File: src/rtl/piso_pkg.sv
// ============================================================================
// Module  : piso_pkg
// Brief   : Shared types and helpers for the PISO serializer slice.
//           Optional parity slot is enabled with `PISO_PARITY_EN.
// Revision: 1.0 - initial release
// ============================================================================
`default_nettype none

package piso_pkg;

    typedef enum logic [1:0] {
        IDLE   = 2'd0,
        SHIFT  = 2'd1,
        PARITY = 2'd2
    } state_e;

    function automatic int bit_cnt_w(input int width);
        return $clog2(width + 1);
    endfunction

endpackage

`default_nettype wire

File: src/rtl/piso_serializer_if.sv
// ============================================================================
// Module  : piso_serializer_if
// Brief   : Word handshake plus serial output bundle of the PISO serializer.
// Revision: 1.0 - initial release
// ============================================================================
`default_nettype none

interface piso_serializer_if #(
    parameter int DATA_WIDTH = 4
);
    logic                  i_valid;
    logic                  o_ready;
    logic [DATA_WIDTH-1:0] i_data;
    logic                  i_bit_en;
    logic                  o_x;
    logic                  o_x_valid;
    logic                  o_frame_start;
    logic                  o_busy;

    modport master (
        output i_valid, i_data, i_bit_en,
        input  o_ready, o_x, o_x_valid, o_frame_start, o_busy
    );

    modport slave (
        input  i_valid, i_data, i_bit_en,
        output o_ready, o_x, o_x_valid, o_frame_start, o_busy
    );
endinterface

`default_nettype wire

File: src/rtl/piso_shift_reg.sv
// ============================================================================
// Module  : piso_shift_reg
// Brief   : Loadable shift register presenting one serial bit and the parity
//           of the word captured at load.
// Revision: 1.0 - initial release
// ============================================================================
`default_nettype none

module piso_shift_reg #(
    parameter int DATA_WIDTH = 4,
    parameter int MSB_FIRST  = 1
) (
    input  wire logic                  i_clk,
    input  wire logic                  i_reset_async,
    input  wire logic                  i_load,
    input  wire logic                  i_shift,
    input  wire logic [DATA_WIDTH-1:0] i_data,
    output logic                       o_bit,
    output logic                       o_parity
);

    logic [DATA_WIDTH-1:0] r_word;
    logic                  r_parity;
    logic [DATA_WIDTH-1:0] w_shifted;

    generate
        if (MSB_FIRST != 0) begin : g_msb_first
            assign o_bit     = r_word[DATA_WIDTH-1];
            assign w_shifted = {r_word[DATA_WIDTH-2:0], 1'b0};
        end else begin : g_lsb_first
            assign o_bit     = r_word[0];
            assign w_shifted = {1'b0, r_word[DATA_WIDTH-1:1]};
        end
    endgenerate

    // Load wins over shift so a back-to-back word replaces the drained one.
    always_ff @(posedge i_clk or posedge i_reset_async) begin
        if (i_reset_async) begin
            r_word   <= '0;
            r_parity <= 1'b0;
        end else if (i_load) begin
            r_word   <= i_data;
            r_parity <= ^i_data;
        end else if (i_shift) begin
            r_word   <= w_shifted;
        end
    end

    assign o_parity = r_parity;

endmodule

`default_nettype wire

File: src/rtl/piso_serializer.sv
// ============================================================================
// Module  : piso_serializer
// Brief   : Parallel-in/serial-out transmitter with valid/ready word intake
//           and bit-enable pacing. `PISO_PARITY_EN appends an even-parity slot.
// Revision: 1.0 - initial release
// ============================================================================
`default_nettype none

module piso_serializer
    import piso_pkg::*;
#(
    parameter int DATA_WIDTH = 4,
    parameter int MSB_FIRST  = 1
) (
    input  wire logic         i_clk,
    input  wire logic         i_reset_async,
    piso_serializer_if.slave  bus
);

    localparam int                 c_CNT_W = bit_cnt_w(DATA_WIDTH);
    localparam logic [c_CNT_W-1:0] c_LAST  = c_CNT_W'(DATA_WIDTH - 1);

    state_e             r_state, w_state_nxt;
    logic [c_CNT_W-1:0] r_cnt, w_cnt_nxt;
    logic               w_last_slot;
    logic               w_ready;
    logic               w_accept;
    logic               w_load;
    logic               w_shift;
    logic               w_bit;
    logic               w_parity;

    piso_shift_reg #(
        .DATA_WIDTH (DATA_WIDTH),
        .MSB_FIRST  (MSB_FIRST)
    ) u_shift_reg (
        .i_clk         (i_clk),
        .i_reset_async (i_reset_async),
        .i_load        (w_load),
        .i_shift       (w_shift),
        .i_data        (bus.i_data),
        .o_bit         (w_bit),
        .o_parity      (w_parity)
    );

    always_ff @(posedge i_clk or posedge i_reset_async) begin
        if (i_reset_async) begin
            r_state <= IDLE;
            r_cnt   <= '0;
        end else begin
            r_state <= w_state_nxt;
            r_cnt   <= w_cnt_nxt;
        end
    end

    always_comb begin
        w_state_nxt = r_state;
        w_cnt_nxt   = r_cnt;
        w_shift     = 1'b0;
`ifdef PISO_PARITY_EN
        w_last_slot = (r_state == PARITY);
`else
        w_last_slot = (r_state == SHIFT) && (r_cnt == c_LAST);
`endif
        // A word can be taken on the tick that retires the final slot.
        w_ready  = !i_reset_async && ((r_state == IDLE) || (w_last_slot && bus.i_bit_en));
        w_accept = bus.i_valid && w_ready;
        w_load   = w_accept;

        case (r_state)
            IDLE: begin
                if (w_accept) begin
                    w_state_nxt = SHIFT;
                    w_cnt_nxt   = '0;
                end
            end
            SHIFT: begin
                if (bus.i_bit_en) begin
                    w_shift   = 1'b1;
                    w_cnt_nxt = r_cnt + 1'b1;
                    if (r_cnt == c_LAST) begin
`ifdef PISO_PARITY_EN
                        w_state_nxt = PARITY;
`else
                        w_state_nxt = w_accept ? SHIFT : IDLE;
                        if (w_accept) begin
                            w_cnt_nxt = '0;
                        end
`endif
                    end
                end
            end
            PARITY: begin
`ifdef PISO_PARITY_EN
                if (bus.i_bit_en) begin
                    w_state_nxt = w_accept ? SHIFT : IDLE;
                    if (w_accept) begin
                        w_cnt_nxt = '0;
                    end
                end
`else
                w_state_nxt = IDLE;
`endif
            end
            default: w_state_nxt = IDLE;
        endcase
    end

    assign bus.o_ready       = w_ready;
    assign bus.o_x_valid     = (r_state != IDLE);
    assign bus.o_busy        = (r_state != IDLE);
    assign bus.o_x           = (r_state == PARITY) ? w_parity :
                               (r_state == SHIFT)  ? w_bit    : 1'b0;
    assign bus.o_frame_start = (r_state != IDLE) && (r_cnt == '0);

endmodule

`default_nettype wire

File: src/flat_wrapper.sv
// flat-port wrapper written by rule: the top's interface ports become plain ports
module piso_serializer_flat import piso_pkg::*;
#(
    parameter int DATA_WIDTH = 4,
    parameter int MSB_FIRST  = 1
)
  (i_clk, i_reset_async, bus_i_valid, bus_i_data, bus_i_bit_en, bus_o_ready, bus_o_x, bus_o_x_valid, bus_o_frame_start, bus_o_busy);
  piso_serializer_if #(.DATA_WIDTH(DATA_WIDTH)) bus_i ();
  input  wire logic i_clk;
  input  wire logic i_reset_async;
  input wire logic [$bits(bus_i.i_valid)-1:0] bus_i_valid;
  input wire logic [$bits(bus_i.i_data)-1:0] bus_i_data;
  input wire logic [$bits(bus_i.i_bit_en)-1:0] bus_i_bit_en;
  output wire logic [$bits(bus_i.o_ready)-1:0] bus_o_ready;
  output wire logic [$bits(bus_i.o_x)-1:0] bus_o_x;
  output wire logic [$bits(bus_i.o_x_valid)-1:0] bus_o_x_valid;
  output wire logic [$bits(bus_i.o_frame_start)-1:0] bus_o_frame_start;
  output wire logic [$bits(bus_i.o_busy)-1:0] bus_o_busy;
  assign bus_i.i_valid = bus_i_valid;
  assign bus_i.i_data = bus_i_data;
  assign bus_i.i_bit_en = bus_i_bit_en;
  assign bus_o_ready = bus_i.o_ready;
  assign bus_o_x = bus_i.o_x;
  assign bus_o_x_valid = bus_i.o_x_valid;
  assign bus_o_frame_start = bus_i.o_frame_start;
  assign bus_o_busy = bus_i.o_busy;
  piso_serializer #(.DATA_WIDTH(DATA_WIDTH), .MSB_FIRST(MSB_FIRST)) u_core (.i_clk(i_clk), .i_reset_async(i_reset_async), .bus(bus_i));
endmodule
File: config.mk
export PLATFORM = sky130hd
export DESIGN_NAME = piso_serializer_flat
export DESIGN_NICKNAME = d
export VERILOG_FILES = /design/src/rtl/piso_pkg.sv /design/src/rtl/piso_serializer_if.sv /design/src/rtl/piso_shift_reg.sv /design/src/rtl/piso_serializer.sv /design/src/flat_wrapper.sv
export SDC_FILE = /design/constraint.sdc
export NUM_CORES = 1
export LEC_CHECK = 0
export BUFFER_PORTS_ARGS = -buffer_cell sky130_fd_sc_hd__buf_4
export CORE_AREA = 2 2 39 41
export CTS_BUF_LIST = sky130_fd_sc_hd__clkbuf_2 sky130_fd_sc_hd__clkbuf_4 sky130_fd_sc_hd__clkbuf_8
export CTS_CLUSTER_DIAMETER = 30
export CTS_CLUSTER_SIZE = 12
export DETAILED_ROUTE_END_ITERATION = 6
export DIE_AREA = 0 0 41 43
export GPL_ROUTABILITY_DRIVEN = 1
export PLACE_DENSITY = 0.73
export SLEW_MARGIN = 20
export SYNTH_ARGS = -nofsm -noshare
export SYNTH_HDL_FRONTEND = slang
export SYNTH_SLANG_ARGS = --single-unit
File: constraint.sdc
create_clock -name i_clk -period 2.3 [get_ports i_clk]
set_input_delay 0.23 -clock i_clk [delete_from_list [all_inputs] [get_ports i_clk]]
set_output_delay 0.23 -clock i_clk [all_outputs]
set_load 0.05 [all_outputs]
==> results of run 1 <==
## cells in the mapped netlist (2+ instances only)
master / number / area (um^2)
nand3b_1: 2 / 15.01
nor2b_1: 2 / 12.51
dfrtp_1: 8 / 200.2
inv_1: 5 / 18.77
a221o_1: 2 / 20.02
mux2i_1: 2 / 20.02
ha_1: 2 / 25.02
nand2_1: 5 / 18.77
mux2_1: 2 / 22.52
## per-stage QoR
stage	instance area, um^2	utilization (%)	setup slack [ps]	power, mW	cells
floorplan	519.2	-	406.3	0.6250	52
global placement	605.6	43.76	764.8	0.7189	77
detailed placement	605.6	43.76	765.9	0.7333	77
CTS	638.1	46.11	625.6	0.8476	81
global route	638.1	46.11	524.9	0.9085	81
finish	638.1	46.11	614.3	0.8381	81
## layout make-up
class | instances | area (um^2)
clock buffer | 3 | 22.52
fill | 136 | 745.7
inverter | 5 | 18.77
multi-input combinational | 36 | 276.5
sequential | 8 | 200.2
tap | 16 | 20.02
timing repair buffer | 13 | 100.1
## kinds of logic after synthesis
group,count (synthesis),synth area share [%]
DFF,8,38.55
adders and majority gates,2,4.819
buffers and inverters,8,8.193
muxes,6,13.25
and+or+nand+nor,16,16.87
AOI/OAI and AO/OA,12,18.31
## routing by layer
layer  wire length [um]  vias to the layer above  global-route usage (%)
met2                508                       14                   21.56
met5                  0                        -                       0
met4                  0                        0                   6.000
li1                   -                      212                       -
met1                531                      202                   21.71
met3                 55                        0                   3.141
## registers in the layout, indices dropped and copies added (netlist names)
register                   cells
u_core.r_cnt                   3
u_core.u_shift_reg.r_word      4
u_core.r_state                 1
## worst max-delay path by stage
stage	cells after the start	from	to
5_1_grt	4	u_core.r_cnt[0]	bus_o_ready
4_1_cts	4	u_core.r_cnt[0]	bus_o_ready
2_1_floorplan	2	u_core.r_state[0]	bus_o_ready
3_3_place_gp	4	u_core.r_cnt[0]	u_core.u_shift_reg.r_word[2]
6_report	4	u_core.r_cnt[0]	bus_o_ready
3_5_place_dp	4	u_core.r_cnt[0]	u_core.u_shift_reg.r_word[2]
## power groups by stage
stage,Clock (mW),Sequential [mW],Combinational (mW)
floorplan,0,0.274,0.351
global placement,0,0.278,0.441
detailed placement,0,0.281,0.452
CTS,0.114,0.279,0.455
global route,0.121,0.292,0.495
finish,0.110,0.277,0.450
## repair_timing
action	CTS	global route
hold buffers	1	0
hold endpoints to repair	8	0
setup endpoints to repair	0	0
resized for setup	0	0
==> key figures, run 1 <==
Critical path
  – Slowest CP cell: dfrtp_1
  – Critical Path End Type: output pin
  – FF-to-FF End: u_core.u_shift_reg.r_word[2]
  – Worst-path cell chain: ha_1 > nand3b_1 > a21oi_1 > buf_4
  – Crit Path Class: reg -> out
  – R2r setup slk: 750 ps
  – CP peak stage delay: 400 ps
  – Critical path data arrival time: roughly 1500 ps
  – Crit start category: flop
  – FF-to-FF path depth: 4
  – Origin of the critical flop-to-flop path: u_core.r_cnt[0]
  – Top delay family on crit path: flip-flops
  – Required time worst endpoint: ~2100 ps
  – Crit-path max FO: 4
  – Worst path bufs/invs: 1

Route
  – Vias: roughly 430
  – Via/cell ratio: 5.284
  – # DRC: 0
  – Number of DRC markers in iteration 0: 14
  – First drt pass iteration count: 4
  – Routed wire per std cell: approximately 14 um
  – DRT antenna net count: 0
  – Post-Route WL: 1095 um

Synth
  – Count of cell types in the netlist: 31
  – Post-synth top flop: dfrtp_1
  – Post-Syn Area per Cell: 9.986 um^2
  – Mapped Cells: 52
  – Post-synth EDFFs: 0
  – Post-Syn Nets: 62
  – Seq/Total Area, Yosys: 38.55%
  – #FFs+latches synth: 8
  – Post-Syn Area: 519.2 um^2
  – Synth Warn #: 0
  – Async set or reset register ratio after synthesis: 100.0%

CTS
  – Setup repair bufs after CTS: 0
  – Clk sinks: 8
  – Max Root-Sink Buffers: 2
  – H-tree Lvls: 1
  – Worst-path clk slew: approximately 60 ps
  – Cell chosen for the clock root: clkbuf_4
  – Clock Latency Late Sink: 250 ps
  – CTS tree: yes
  – CTS Buf Count: 3

Pwr
  – Sw Pwr: 0.3860 mW
  – Seq pwr share: 33.1%
  – Peak supply drop: 549.0 uV
  – Internal: 0.4521 mW
  – Clock network power share: 13.2%
  – Sw Ratio: 46.06%
  – Comb power frac: 53.7%
  – P_leak: 0.3267 nW
  – Pwr/cell area: 1313 nW/um^2

Floorplan
  – Core ar.: 1384 um^2
  – Initial core utilization: 37.52%
  – Die height: 43 um
  – Die width: between 40 and 50 um
  – I/O pin count: 13
  – Die ar.: ~1800 um^2
  – Site Rows: 14

Timing
  – Skew final: approximately 5.4 ps
  – Hold Vio Cnt, Final: 0
  – Period utilisation layout: 73.29%
  – Fin Setup TNS: 0 ps
  – RSZ-0062 raised after global routing: false
  – Pins Over Slew Limit: 0
  – Maximum achievable frequency: 593.2 MHz
  – Worst hold slack: about 210 ps
  – Final Setup Violations: 0
  – Max-Slew Margin vs Limit: 63.05%
  – Min Tclk post-route: 1686 ps
  – Worst slew pin tran: roughly 550 ps

Hold path
  – Hold Path Origin: bus_i_data[1]
  – Worst Hold Path Cells: 2
  – Worst Hold Path EP: u_core.u_shift_reg.r_word[1]
  – Hold Crit Class: in -> reg

Run status
  – Status: completed

Global route
  – GRT Total Usage: 15.17%
  – Number of global-route vias before repair: 406
  – Grt ovf: 0
  – First-pass GRT wire length: between 1500 and 2000 um
  – Initial antenna violation count: 0
  – Pin count of the biggest net entering global routing: 18

Layout
  – # diodes: 0
  – Synth-to-Final Area Change: 22.89%
  – Fin nets: 77
  – Most common cell after layout, fill and taps aside: buf_4
  – Commonest cells after routing, fill and taps aside: buf_4, dfrtp_1, inv_1, nand2_1, clkbuf_4
  – Ratio of cells with drive above 1 in the final layout: 29.23%

Place
  – Post-detail-place hpwl: 816.1 um
  – Gp weighted congestion: about 0.80
  – Port Buffers: 12

Flow run
  – Maximum capacitance violations: 0
Note: power is estimated with default switching activity, not from simulation.
==> inputs of run 2 (changes only) <==
--- a/config.mk
+++ b/config.mk
@@ -13,7 +13,7 @@
 export DETAILED_ROUTE_END_ITERATION = 6
 export DIE_AREA = 0 0 41 43
 export GPL_ROUTABILITY_DRIVEN = 1
-export PLACE_DENSITY = 0.73
+export PLACE_DENSITY = 0.75
 export SLEW_MARGIN = 20
 export SYNTH_ARGS = -nofsm -noshare
 export SYNTH_HDL_FRONTEND = slang
==> constraint.sdc (replaced) <==
create_clock -name i_clk -period 1.4 [get_ports i_clk]
set_input_delay 0.14 -clock i_clk [delete_from_list [all_inputs] [get_ports i_clk]]
set_output_delay 0.14 -clock i_clk [all_outputs]
set_load 0.05 [all_outputs]
==> key figures, run 2 (synthesis gave the netlist of run 1 again) <==
Run status
  – Status: finished with violations
  – Failing checks: negative setup slack

CTS
  – Clock Latency Late Sink: 260 ps (about the same)
  – Cell chosen for the clock root: clkbuf_4
  – H-tree Lvls: 1 (unchanged)
  – CTS tree: yes
  – Clk sinks: 8 (unchanged)
  – CTS Buf Count: 3 (unchanged)
  – Worst-path clk slew: 60 ps (about the same)
  – Max Root-Sink Buffers: 2 (unchanged)

Layout
  – Multi-input combinational cell area: 324.1 um^2 (+17%)
  – Largest registers: u_core.u_shift_reg.r_word: 4 flops, u_core.r_cnt: 3 flops, u_core.r_state: 1 flops
  – Commonest cells after routing, fill and taps aside: buf_4, dfrtp_1, inv_1, nand2_1, clkbuf_4
  – Most common cell after layout, fill and taps aside: buf_4
  – # diodes: 0 (unchanged)
  – Synth-to-Final Area Change: 50.12%
  – Largest register FFs: 4 (unchanged)
  – Register area: 201.4 um^2 (+0.62%)
  – Ratio of cells with drive above 1 in the final layout: 52.00% (+23 points)
  – Fin nets: 86 (+12%)
  – # fillers: 128 (-5.9%)
  – Reg with most FFs: u_core.u_shift_reg.r_word

Critical path
  – Critical path data arrival time: 1370 ps (-90 ps)
  – Crit-path max FO: 4 (unchanged)
  – Required time worst endpoint: 1260 ps (-810 ps)
  – CP peak stage delay: 360 ps (-40 ps)
  – Critical Path End Type: output pin
  – Origin of the critical flop-to-flop path: u_core.r_cnt[0]
  – Worst path bufs/invs: 2 (+1)
  – CP startpoint: u_core.r_cnt[0]
  – Slowest CP cell: dfrtp_1
  – Crit start category: flop
  – Crit Path Class: reg -> out
  – Worst-path cell chain: ha_2 > nand3b_1 > buf_4 > a21oi_2 > buf_6
  – Top delay family on crit path: flip-flops

Global route
  – Busiest grt layer: met2
  – Met2 usage: 25.62% (+4.1 points)
  – First-pass GRT wire length: 2007 um (+11%)
  – Grt ovf: 0 (unchanged)
  – GRT Total Usage: 16.97% (+1.8 points)
  – Met1 Track Usage GR: 21.31% (-0.40 points)
  – Number of global-route vias before repair: 470 (+16%)
  – Pin count of the biggest net entering global routing: 10 (-8)
  – GR Layer Usage met3: 4.712% (+1.6 points)
  – Initial antenna violation count: 0 (unchanged)

Route
  – DRT antenna net count: 0 (unchanged)
  – First drt pass iteration count: 4 (unchanged)
  – # DRC: 0 (unchanged)
  – Routed wire per std cell: 13.69 um (+1.3%)
  – Post-Route WL: 1246 um (+14%)
  – Via/cell ratio: 5.187 (-1.8%)
  – Vias: 472 (+10%)
  – Number of DRC markers in iteration 0: 7 (-7)

Timing
  – Hold Vio Cnt, Final: 0 (unchanged)
  – Final Setup Violations: 4 (+4)
  – Worst slew pin tran: 430.2 ps (-124.0 ps)
  – Min Tclk post-route: between 1500 and 2000 ps
  – Period utilisation layout: 108.2%
  – Fin Setup TNS: -257.0 ps (-257.0 ps)
  – Skew final: 2.181 ps (-3.203 ps)
  – Max-Slew Margin vs Limit: 71.26% (+8.2 points)
  – Maximum achievable frequency: 660.3 MHz
  – Final WS setup: -114.5 ps (-728.8 ps)
  – RSZ-0062 raised after global routing: true
  – Pins Over Slew Limit: 0 (unchanged)

Hold path
  – Hold Path Origin: bus_i_data[2]
  – Hold Crit Class: in -> reg

Place
  – Pre-CTS setup slack: -24.32 ps (-790.2 ps)
  – Port Buffers: 12 (unchanged)
  – Post-detail-place hpwl: 842.9 um (+3.3%)
  – Gp weighted congestion: 0.8225 (+2.9%)

Floorplan
  – Die height: 43 um (unchanged)
  – Die width: 41 um (unchanged)
  – Initial core utilization: 37.52% (unchanged)
  – Core ar.: 1384 um^2 (unchanged)
  – I/O pin count: 13 (unchanged)
  – Site Rows: 14 (unchanged)
  – Die ar.: 1763 um^2 (unchanged)

Pwr
  – Pwr Total: 1.776 mW (+110%)
  – Peak supply drop: 793.4 uV (+45%)
  – P_leak: 0.3826 nW (+17%)
  – Pwr/cell area: 2278 nW/um^2 (+73%)

Flow run
  – Maximum capacitance violations: 0 (unchanged)
run 2: cell types whose count changed in the layout (fill, tap and decap cells not counted), sizes merged:
cell    before  now
buf         12   21
clkbuf       3    4
run 2: per-stage QoR:
stage	cell area [um^2]	hold slack, ps	std cells	util, %
2_1_floorplan	526.8	-44.41	52	-
3_3_place_gp	643.1	145.4	81	46.47
3_5_place_dp	643.1	158.7	81	46.47
4_1_cts	734.5	108.9	89	53.07
5_1_grt	779.5	104.2	91	56.33
6_report	779.5	109.8	91	56.33
run 2: timing repair:
| action | in CTS | in global routing |
|---|---|---|
| pin swaps | 3 | 4 |
| hold buffers | 1 | 0 |
| setup endpoints to repair | 4 | 7 |
| hold endpoints to repair | 8 | 0 |
| buffers inserted | 3 | 2 |
| resized for setup | 7 | 8 |
run 2: final cells by class:
class / count / share of cell area, %
inverters: 5 / 2.729
well taps: 16 / 2.568
clock buffers: 4 / 3.852
repair buffers: 22 / 23.43
flip-flops and latches: 8 / 25.84
multi-input cells: 36 / 41.57
run 2: final timing paths:
kind	end	slack [ps]	cells past startpoint
hold / removal	u_core.u_shift_reg.r_word[2]	110	2
hold reg to reg	u_core.u_shift_reg.r_word[0]	540	1
max in group asynchronous	u_core.r_state[0]	700	3
min in group asynchronous	u_core.u_shift_reg.r_word[3]	430	3
setup / recovery	bus_o_ready	-110	5
setup reg to reg	u_core.u_shift_reg.r_word[2]	-50	5
run 2: layer usage:
metal  wire length, um  share of wire [%]  up-vias
met5                 0                  0        -
li1                  -                  -      230
met1               550                 44      227
met3                50                4.0        2
met4                15                1.2        0
met2               629                 50       13
run 2: report_power, final:
| part | total [mW] | leakage (nW) | internal [mW] | switching, mW |
|---|---|---|---|---|
| Clock | 0.223 | 0.0184 | 0.129 | 0.0938 |
| Sequential | 0.416 | 0.0999 | 0.336 | 0.0807 |
| Combinational | 1.14 | 0.264 | 0.554 | 0.583 |
| Total | 1.78 | 0.383 | 1.02 | 0.757 |
==> inputs of run 3 (changes only) <==
--- a/config.mk
+++ b/config.mk
@@ -14,6 +14,7 @@
 export DIE_AREA = 0 0 41 43
 export GPL_ROUTABILITY_DRIVEN = 1
 export PLACE_DENSITY = 0.75
+export SKIP_CTS_REPAIR_TIMING = 1
 export SLEW_MARGIN = 20
 export SYNTH_ARGS = -nofsm -noshare
 export SYNTH_HDL_FRONTEND = slang
==> key figures, run 3 (synthesis gave the netlist of run 1 again) <==
Route
  – Routed wire per std cell: 13.34 um (-2.6%)
  – Via/cell ratio: 5.225 (+0.73%)
  – DRT antenna net count: 0 (unchanged)
  – # DRC: 0 (unchanged)
  – Vias: 465 (-1.5%)
  – Number of DRC markers in iteration 0: 7 (unchanged)
  – First drt pass iteration count: 4 (unchanged)
  – Post-Route WL: 1187 um (-4.7%)

Timing
  – Fin Setup TNS: -210.4 ps (+46.58 ps)
  – Final Setup Violations: 4 (unchanged)
  – Final WS setup: -118.8 ps (-4.267 ps)
  – Period utilisation layout: 108.5% (+0.30 points)
  – Hold Vio Cnt, Final: 0 (unchanged)
  – Max-Slew Margin vs Limit: 75.36% (+4.1 points)
  – Pins Over Slew Limit: 0 (unchanged)
  – RSZ-0062 raised after global routing: true
  – Skew final: 2.704 ps (+0.5228 ps)
  – Maximum achievable frequency: 658.4 MHz (-0.28%)
  – Min Tclk post-route: 1519 ps (+4.267 ps)
  – Worst slew pin tran: 368.8 ps (-61.46 ps)

Place
  – Port Buffers: 12 (unchanged)
  – Post-detail-place hpwl: 842.9 um (unchanged)
  – Gp weighted congestion: 0.8225 (unchanged)

Critical path
  – Required time worst endpoint: 1260 ps (about the same)
  – FF-to-FF path depth: 5 (unchanged)
  – Crit start category: flop
  – Critical Path End Type: output pin
  – Crit Path Class: reg -> out
  – FF-to-FF End: u_core.u_shift_reg.r_word[2]
  – Crit-path max FO: 4 (unchanged)
  – R2r setup slk: -40 ps (about the same)
  – CP startpoint: u_core.r_cnt[0]
  – Critical path data arrival time: 1380 ps (about the same)
  – Origin of the critical flop-to-flop path: u_core.r_cnt[0]

CTS
  – Max Root-Sink Buffers: 2 (unchanged)
  – CTS Buf Count: 3 (unchanged)
  – CTS tree: yes
  – Cell chosen for the clock root: clkbuf_4
  – Clk sinks: 8 (unchanged)
  – Clock Latency Late Sink: 250 ps (about the same)
  – Worst-path clk slew: 60 ps (about the same)
  – H-tree Lvls: 1 (unchanged)

Global route
  – Initial antenna violation count: 0 (unchanged)
  – Grt ovf: 0 (unchanged)
  – GRT Total Usage: 15.15% (-1.8 points)
  – First-pass GRT wire length: 1752 um (-13%)
  – Pin count of the biggest net entering global routing: 10 (unchanged)
  – Number of global-route vias before repair: 397 (-16%)

Layout
  – Reg with most FFs: u_core.u_shift_reg.r_word
  – Util after Layout: 53.07% (-3.3 points)
  – Fin nets: 84 (-2.3%)
  – # diodes: 0 (unchanged)
  – Commonest cells after routing, fill and taps aside: buf_4, dfrtp_1, inv_1, nand2_1, clkbuf_4
  – Ratio of cells with drive above 1 in the final layout: 43.84% (-8.2 points)
  – Largest register FFs: 4 (unchanged)
  – Largest registers: u_core.u_shift_reg.r_word: 4 flops, u_core.r_cnt: 3 flops, u_core.r_state: 1 flops
  – Most common cell after layout, fill and taps aside: buf_4
  – Synth-to-Final Area Change: 41.45%
  – # fillers: 128 (unchanged)

Pwr
  – Internal: 0.9160 mW (-10%)
  – Sw Pwr: 0.6947 mW (-8.3%)
  – Comb power frac: 60.5% (-3.5 points)
  – Sw Ratio: 43.13% (+0.49 points)
  – Pwr/cell area: 2193 nW/um^2 (-3.7%)
  – P_leak: 0.3676 nW (-3.9%)
  – Peak supply drop: 781.8 uV (-1.5%)
  – Seq pwr share: 25.8% (+2.4 points)
  – Clock network power share: 13.7% (+1.1 points)

Floorplan
  – Die height: 43 um (unchanged)
  – I/O pin count: 13 (unchanged)
  – Site Rows: 14 (unchanged)
  – Core ar.: 1384 um^2 (unchanged)
  – Die width: 41 um (unchanged)
  – Initial core utilization: 37.52% (unchanged)
  – Die ar.: 1763 um^2 (unchanged)

Hold path
  – Worst Hold Path Cells: 2 (unchanged)
  – Worst Hold Path EP: u_core.u_shift_reg.r_word[2]
  – Hold Crit Class: in -> reg
  – Hold Path Origin: bus_i_data[2]

Flow run
  – Maximum capacitance violations: 0 (unchanged)

Run status
  – Status: finished with violations
  – Failing checks: negative setup slack
-- run 3: cell count changes in the layout (fill, tap and decap cells not counted) --
cell     previous run  this run
and3_4              1         0
inv_1               4         5
mux2_4              3         2
nand2_2             2         1
and3_2              0         1
buf_4              18        16
ha_1                0         1
nand2_1             4         5
o31ai_1             0         1
mux2_1              1         2
ha_4                1         0
o31ai_2             1         0
inv_4               1         0
-- run 3: critical path, cell delays in order, from the launching register on --
cell      delay [ps]
dfrtp_1          370
ha_2             200
nand3b_1         110
buf_4            160
a21oi_2          120
buf_6            170
-- run 3: worst max path at each step --
stage,endpoint,cells past startpoint
floorplan,bus_o_ready,2
global placement,u_core.u_shift_reg.r_word[2],4
detailed placement,u_core.u_shift_reg.r_word[2],4
CTS,bus_o_ready,5
global route,bus_o_ready,5
finish,bus_o_ready,5
-- run 3: per-layer routing --
metal	GRT usage, %	share of wire [%]
met2	21.25	48
met4	8.000	1.0
met1	20.00	47
met3	4.712	3.5
met5	0	0
-- run 3: area by class of cell --
class | instances | area, um^2 | share of cell area, %
tap | 16 | 20.02 | 2.726
timing repair buffer | 20 | 167.7 | 22.83
inverter | 5 | 18.77 | 2.555
sequential | 8 | 201.4 | 27.43
clock buffer | 4 | 30.03 | 4.089
multi-input combinational | 36 | 296.5 | 40.37
-- run 3: power groups by stage --
stage / Clock (mW) / Combinational (mW) / Sequential (mW)
detailed placement: 0 / 0.832 / 0.442
finish: 0.221 / 0.975 / 0.416
CTS: 0.226 / 0.835 / 0.438
global route: 0.243 / 1.06 / 0.428
floorplan: 0 / 0.590 / 0.453
global placement: 0 / 0.816 / 0.430
-- run 3: metrics by stage --
stage          worst slack, ps  total power, mW  cell area, um^2  cells  hold slack, ps
2_1_floorplan           -1.695            1.043            526.8     52          -44.41
3_3_place_gp             22.18            1.246            643.1     81           145.4
3_5_place_dp            -24.32            1.273            643.1     81           158.7
4_1_cts                 -201.0            1.499            673.1     85          -118.2
5_1_grt                 -179.0            1.728            734.5     89           103.9
6_report                -118.8            1.611            734.5     89           112.6
